`src/rtl/gray_fifo_pkg.sv`:
```
// rtl/gray_fifo_pkg.sv - shared pointer-width derivation and Gray decode helper
package gray_fifo_pkg;

  localparam int GRAY_CHK_W = 32;

  function automatic int ptr_width(input int vec_w);
    return vec_w + 1;
  endfunction

  // Decodes a zero-extended Gray value; used to cross-check pointer encodings.
  function automatic logic [GRAY_CHK_W-1:0] gray_to_bin(input logic [GRAY_CHK_W-1:0] gray);
    logic [GRAY_CHK_W-1:0] bin;
    bin[GRAY_CHK_W-1] = gray[GRAY_CHK_W-1];
    for (int i = GRAY_CHK_W - 2; i >= 0; i--) begin
      bin[i] = bin[i+1] ^ gray[i];
    end
    return bin;
  endfunction

endpackage

```
`src/rtl/Binary_to_Gray.sv`:
```
// rtl/Binary_to_Gray.sv - combinational binary to reflected Gray code converter
module Binary_to_Gray #(
  parameter int VEC_W = 4
) (
  input  logic [VEC_W-1:0] bin_i,
  output logic [VEC_W-1:0] gray_o
);

  assign gray_o = bin_i ^ (bin_i >> 1);

endmodule

```
`src/rtl/gray_fifo_ctrl.sv`:
```
// rtl/gray_fifo_ctrl.sv - single-clock FIFO controller with registered Gray pointers
module gray_fifo_ctrl
  import gray_fifo_pkg::*;
#(
  parameter int VEC_W = 4,
  localparam int PTR_W = ptr_width(VEC_W)
) (
  input  logic             clk_i,
  input  logic             rst_ni,
  input  logic             clear_i,
  input  logic             wr_valid_i,
  output logic             wr_ready_o,
  output logic             wr_en_o,
  output logic [VEC_W-1:0] wr_addr_o,
  output logic             rd_valid_o,
  input  logic             rd_ready_i,
  output logic [VEC_W-1:0] rd_addr_o,
  output logic [PTR_W-1:0] wr_ptr_gray_o,
  output logic [PTR_W-1:0] rd_ptr_gray_o,
  output logic [PTR_W-1:0] count_o,
  output logic             full_o,
  output logic             empty_o
);

  // Full when pointers differ by exactly the depth: Gray form flips the two MSBs.
  localparam logic [PTR_W-1:0] FULL_XOR = PTR_W'(3) << (PTR_W - 2);

  logic [PTR_W-1:0] wr_ptr_q, wr_ptr_d;
  logic [PTR_W-1:0] rd_ptr_q, rd_ptr_d;
  logic [PTR_W-1:0] wr_gray_q, wr_gray_d;
  logic [PTR_W-1:0] rd_gray_q, rd_gray_d;
  logic             push, pop;
  logic             full, empty;

  assign empty = (wr_gray_q == rd_gray_q);
  assign full  = (wr_gray_q == (rd_gray_q ^ FULL_XOR));

  always_comb begin
    push     = wr_valid_i & ~full;
    pop      = rd_ready_i & ~empty;
    wr_ptr_d = wr_ptr_q;
    rd_ptr_d = rd_ptr_q;
    if (!rst_ni || clear_i) begin
      wr_ptr_d = '0;
      rd_ptr_d = '0;
    end else begin
      if (push) wr_ptr_d = wr_ptr_q + PTR_W'(1);
      if (pop)  rd_ptr_d = rd_ptr_q + PTR_W'(1);
    end
  end

  // Gray pointers are encoded from the next binary value so they update in lockstep.
  Binary_to_Gray #(.VEC_W(PTR_W)) u_wr_b2g (
    .bin_i  (wr_ptr_d),
    .gray_o (wr_gray_d)
  );

  Binary_to_Gray #(.VEC_W(PTR_W)) u_rd_b2g (
    .bin_i  (rd_ptr_d),
    .gray_o (rd_gray_d)
  );

  always_ff @(posedge clk_i) begin
    if (!rst_ni) begin
      wr_ptr_q  <= '0;
      rd_ptr_q  <= '0;
      wr_gray_q <= '0;
      rd_gray_q <= '0;
    end else begin
      wr_ptr_q  <= wr_ptr_d;
      rd_ptr_q  <= rd_ptr_d;
      wr_gray_q <= wr_gray_d;
      rd_gray_q <= rd_gray_d;
    end
  end

  assign wr_ready_o    = ~full;
  assign rd_valid_o    = ~empty;
  assign wr_en_o       = push & ~clear_i & rst_ni;
  assign wr_addr_o     = wr_ptr_q[VEC_W-1:0];
  assign rd_addr_o     = rd_ptr_q[VEC_W-1:0];
  assign wr_ptr_gray_o = wr_gray_q;
  assign rd_ptr_gray_o = rd_gray_q;
  assign count_o       = wr_ptr_q - rd_ptr_q;
  assign full_o        = full;
  assign empty_o       = empty;

endmodule

```
`config.mk`:
```
export PLATFORM = sky130hd
export DESIGN_NAME = gray_fifo_ctrl
export DESIGN_NICKNAME = d
export VERILOG_FILES = /design/src/rtl/gray_fifo_pkg.sv /design/src/rtl/Binary_to_Gray.sv /design/src/rtl/gray_fifo_ctrl.sv
export SDC_FILE = /design/constraint.sdc
export NUM_CORES = 1
export LEC_CHECK = 0
export CORE_UTILIZATION = 53
export CTS_BUF_LIST = sky130_fd_sc_hd__clkbuf_4 sky130_fd_sc_hd__clkbuf_8 sky130_fd_sc_hd__clkbuf_16
export DETAILED_ROUTE_END_ITERATION = 10
export PLACE_DENSITY = 0.85
export SYNTH_ARGS = -nofsm -noshare
export SYNTH_HDL_FRONTEND = slang
export SYNTH_HIERARCHICAL = 1
export SYNTH_SLANG_ARGS = --single-unit
```
`constraint.sdc`:
```
create_clock -name clk_i -period 2.6 [get_ports clk_i]
set_input_delay 0.52 -clock clk_i [delete_from_list [all_inputs] [get_ports clk_i]]
set_output_delay 0.52 -clock clk_i [all_outputs]
set_load 0.05 [all_outputs]
```
* After elaboration in Yosys (flattened, before gate mapping) *
Cells that the tools add are included.

operators by class
  reductions and logical operators = 2
  multiplexer cells = 4
  equality and inequality tests = 2
  $add $sub $neg = 3
  bitwise gates (word level) = 10

operator list
  kind                                                           count
  5-bit two-way mux                                              4
  5-bit by 1-bit adder with 5-bit output, second input constant  2
  5-bit equality test                                            2
  5-bit by 4-bit bitwise XOR with 5-bit output                   2
  5-bit subtractor                                               1
  1-bit AND                                                      4
  1-bit inverter                                                 3
  2-bit inverter                                                 1
  1-bit logical NOT                                              1
  1-bit logical OR                                               1

storage, ports and cells
  bits in registers = 20
  word-level logic and storage cells = 25
  input bits = 5
  output and inout bits = 28

* Logic depth before layout (Yosys ltp) *
  depth in word-level cells = 7
  gate-level depth with buffers = 7
  mapped depth without buffers = 7

* By module *
Netlist, hierarchy kept.

by module, submodules not included
  module          area each (µm²)  cells each  seq. area each (µm²)  times used
  gray_fifo_ctrl  1242.4           135         400.4                 1
  Binary_to_Gray  42.5             5           0.0                   2

* Worst setup path before layout *
OpenSTA, ideal clock, no wires.

  kind = register to output
  start point = register rd_gray_q[2] (netlist: rd_ptr_gray_o[2])
  end point = output port wr_en_o
  arrival = 2.394 ns
  path buffers = 1
  slack = -0.314 ns
  data required time = 2.080 ns
  stages on the path, launching flop included = 6
  path through = dfxtp_1 -> xor2_1 -> nor3_4 -> and2_1 -> buf_6 -> nor3_1

between the ends
  word-level cells in the longest chain between the ends = 5

ends and longest elaborated chain
  item                      line                  text
  start: declaration        gray_fifo_ctrl.sv:31  logic [PTR_W-1:0] rd_gray_q, rd_gray_d;
  start signal: assignment  gray_fifo_ctrl.sv:73  rd_gray_q <= rd_gray_d;
  5-bit equality test       gray_fifo_ctrl.sv:36  assign full = (wr_gray_q == (rd_gray_q ^ FULL_XOR));
  named net full_o          gray_fifo_ctrl.sv:21  output logic full_o,
  1-bit inverter            gray_fifo_ctrl.sv:39  push = wr_valid_i & ~full;
  1-bit AND                 gray_fifo_ctrl.sv:39
  1-bit AND (2 in a row)    gray_fifo_ctrl.sv:79  assign wr_en_o = push & ~clear_i & rst_ni;
  end: declaration          gray_fifo_ctrl.sv:13  output logic wr_en_o,

The timed path passes the listed nets, and every way through them passes these cells.

* Worst setup path after layout *
  start point = register rd_gray_q[1] (netlist: rd_ptr_gray_o[1])
  end point = output port wr_ready_o

between the ends
  word-level cells in the longest chain between the ends = 2

ends and longest elaborated chain
  item                 line                  text
  5-bit equality test  gray_fifo_ctrl.sv:36
  1-bit inverter       gray_fifo_ctrl.sv:77  assign wr_ready_o = ~full;
  end: declaration     gray_fifo_ctrl.sv:12  output logic wr_ready_o,

No other way between the ends.

==> run_results.csv <==
group,metric,value,unit
routing,final_antenna_net_count,0,
cells_and_area,syn2layout_area_growth,30.9,%
timing,hold_slack,0.511,ns
setup_path,worstPathCellList,"xor2_1, nor3_4, and2_1, inv_1, buf_4",
cells_and_area,fin_nets,185,
power_and_ir_drop,switching_share,26.0,%
routing,vias,1052,
worst_hold_path,hold_path_class,"register to register",
yosys,seq_area_frac_synth,30.2,%
global_route,track_usage,23.1,%
die,die_h,52.0,um
routing,drtPass1Iterations,4,
setup_path,critPathLaunch,"rd_ptr_gray_o[1]$_SDFF_PN0_",
yosys,synth_seq_cells,20,
cells_and_area,fillers,156,
yosys,syn-num-nets,157,
timing,worst_slew_pin_slew,0.534,ns
clocking,cts-root-to-sink-buffers,2,
yosys,synthFlopType,"dfxtp_1",
die,core_area,2280,sq um
setup_path,regToRegStartpoint,"rd_ptr_gray_o[1]$_SDFF_PN0_",
yosys,syn-mean-instance-area,9.16,sq um
routing,drcViolationCount,0,
cells_and_area,seq_area,403,sq um
run,drv_cap,0,
global_route,antenna_found_initial,0,
setup_path,start_kind,"register",
setup_path,cp.required,2.08,ns
routing,wl,2760,um
worst_hold_path,min-delay-start,"rd_ptr_q[3]$_SDFF_PN0_",
yosys,yosys.area.top_type,"dfxtp_1",
global_route,first_global_vias,1021,
clocking,clkSlewWorstSetupHoldPaths,0.11,ns
placed_design,portBuffers,32,
placed_design,dp.final_hpwl,2230,um
global_route,grt_overflow,0,
clocking,cts-root-buf,"clkbuf_4",
yosys,yosys_warnings,6,
placed_design,placedCellCount,195,
power_and_ir_drop,p_total,0.000585,W
setup_path,cpPeakStageDelay,0.47,ns
cells_and_area,drive_gt1_share,18.0,%
placed_design,gp_congestion,0.784,
timing,finalHoldViolCount,0,
timing,setup_tns,0,ns
global_route,grt_start_max_net_pins,14,
die,fp.dieW,52.0,um
cells_and_area,multi_input_area,792,sq um
die,ios,33,
cells_and_area,layoutNonFillerInstCount,200,
setup_path,crit_slowest_cell,"nor3_4",
setup_path,cp.buffers_inverters,2,
power_and_ir_drop,p_int,0.000433,W
clocking,cts_tree,"done",
die,row_count,17,
clocking,cts.sinks,20,
clocking,clk_latency,0.30,ns
clocking,numCtsBuffers,3,
timing,rsz0062_at_grt,"no",
timing,maxSlewViolCount,0,
routing,routed_via_density,5.26,
setup_path,cp_top_family,"simple AND/OR/NAND/NOR gates",
timing,slew_headroom,64.3,%
timing,setup_violations,0,
power_and_ir_drop,p_comb_share,16.3,%
power_and_ir_drop,p_sw,0.000152,W
power_and_ir_drop,peakVddDrop,0.000450,V
clocking,htreeDepth,1,
routing,drt_iter0_markers,14,
clocking,ctsHoldBuffers,0,
yosys,postSynthCellCount,145,
timing,timing.fmax,400,MHz
timing,timing.final.crit_period,2.50,ns
setup_path,cp_max_fo,10,
power_and_ir_drop,powerDensity,337,nW/um^2
setup_path,cp_data_arrival_time,1.98,ns
yosys,synth_edf_count,0,
yosys,synthArstFlopShare,0,%
run_status,outcome,"completed",
global_route,grt_pass1_wl,4530,um
timing,fin_skew,0.00125,ns
power_and_ir_drop,seq_power_share,53.1,%
yosys,yosysTopAreaCellShare,30.2,%
yosys,synth_cell_types,30,
yosys,synth.area.top_cells,"dfxtp_1 (30%), mux2i_1 (12%), xor2_1 (8.6%)",
routing,wire_per_inst,13.8,um
die,die-area,2710,sq um
setup_path,end_kind,"output pin",
timing,finalCritPeriodShare,96.2,%
cells_and_area,antenna_cells,0,
power_and_ir_drop,p_leak,0.739,nW
die,start_util,58.3,%
yosys,netlist_area,1330,sq um
setup_path,crit_type,"register to output pin",
power_and_ir_drop,clockPowerShare,30.7,%
[cell usage after synthesis (2+ instances only)]
| library cell | n |
|---|---|
| xnor2_1 | 4 |
| buf_4 | 10 |
| nand2b_1 | 4 |
| buf_2 | 2 |
| a21o_1 | 2 |
| nand2_1 | 14 |
| a21oi_1 | 6 |
| ha_1 | 6 |
| nand4_1 | 4 |
| dfxtp_1 | 20 |
| o211ai_1 | 3 |
| and2_1 | 12 |
| mux2i_1 | 16 |
| inv_1 | 13 |
| a311o_2 | 2 |
| xor2_1 | 13 |
[metal layers]
layer / track usage, % / routed length, um
met3: 3.51 / 107
met1: 26.2 / 1130
met2: 42.3 / 1470
met5: 0 / 0
met4: 9.46 / 51
[layout by cell type, fill, tap and decap left out, drive strengths merged, types with 2 or more instances in the layout]
master and count:
nand2 14, a311o 2, nand2b 4, clkdlybuf4s50 23
a21o 2, a21oi 7, inv 13, buf 13
and2 13, mux2i 16, dfxtp 20, o211ai 3
xor2 13, xnor2 4, nand4 4, clkbuf 4
ha 6, nor3 2
[power groups by stage]
stage | combinational, W | sequential (W) | clock, W
2_1_floorplan | 0.0000554 | 0.000321 | 0
3_3_place_gp | 0.0000899 | 0.000318 | 0
3_5_place_dp | 0.0000932 | 0.000318 | 0
4_1_cts | 0.0000960 | 0.000311 | 0.000185
5_1_grt | 0.000102 | 0.000311 | 0.000198
6_report | 0.0000954 | 0.000311 | 0.000179
[logic make-up (layout without fill, tap and decap cells)]
| group | count (synthesis) | in the layout | share of synthesized area, % |
|---|---|---|---|
| simple gates | 41 | 41 | 17.2 |
| flops | 20 | 20 | 30.2 |
| mux | 16 | 16 | 12.1 |
| fa+ha+maj | 7 | 7 | 7.16 |
| compound gates | 17 | 17 | 10.9 |
| xor+xnor | 17 | 17 | 11.2 |
| buf+inv | 27 | 54 | 11.2 |
[tightest hold or removal path: cells and delay by family (launching register included)]
kind	cells	cell delay [ns]
mux	1	0.06
simple gates	1	0.07
flops	1	0.34
[stage by stage]
step	utilization [%]	instance area, sq um	setup WS [ns]
2_1_floorplan	-	1330	0.00531
3_3_place_gp	73.4	1670	0.284
3_5_place_dp	73.4	1670	0.217
4_1_cts	75.9	1730	0.0238
5_1_grt	76.4	1740	0.00963
6_report	76.4	1740	0.0991
[what timing repair did]
action	in CTS	in global routing
buffers inserted	1	0
cloned	0	0
setup endpoints to repair	1	3
resized for setup	2	4
pin swaps	1	2
[state kept, by name, summed over array words and instances, names as in the netlist]
name           flops
wr_ptr_q           5
rd_ptr_gray_o      5
rd_ptr_q           5
wr_ptr_gray_o      5
[layout make-up]
class | count | area share [%]
Clock buffer | 4 | 2.09
Inverter | 13 | 2.81
Multi-Input combinational cell | 98 | 45.6
Sequential cell | 20 | 23.2
Tap cell | 28 | 2.02
Timing Repair Buffer | 37 | 24.3
[worst paths after layout]
path | end | slack, ns | depth (start not counted)
hold / removal | rd_ptr_q[3]$_SDFF_PN0_ | 0.51 | 2
hold reg to reg | rd_ptr_q[3]$_SDFF_PN0_ | 0.51 | 2
setup / recovery | wr_ready_o | 0.1 | 5
setup reg to reg | wr_ptr_gray_o[2]$_SDFF_PN0_ | 0.53 | 6
No activity file was read; power rests on OpenSTA's default activity.
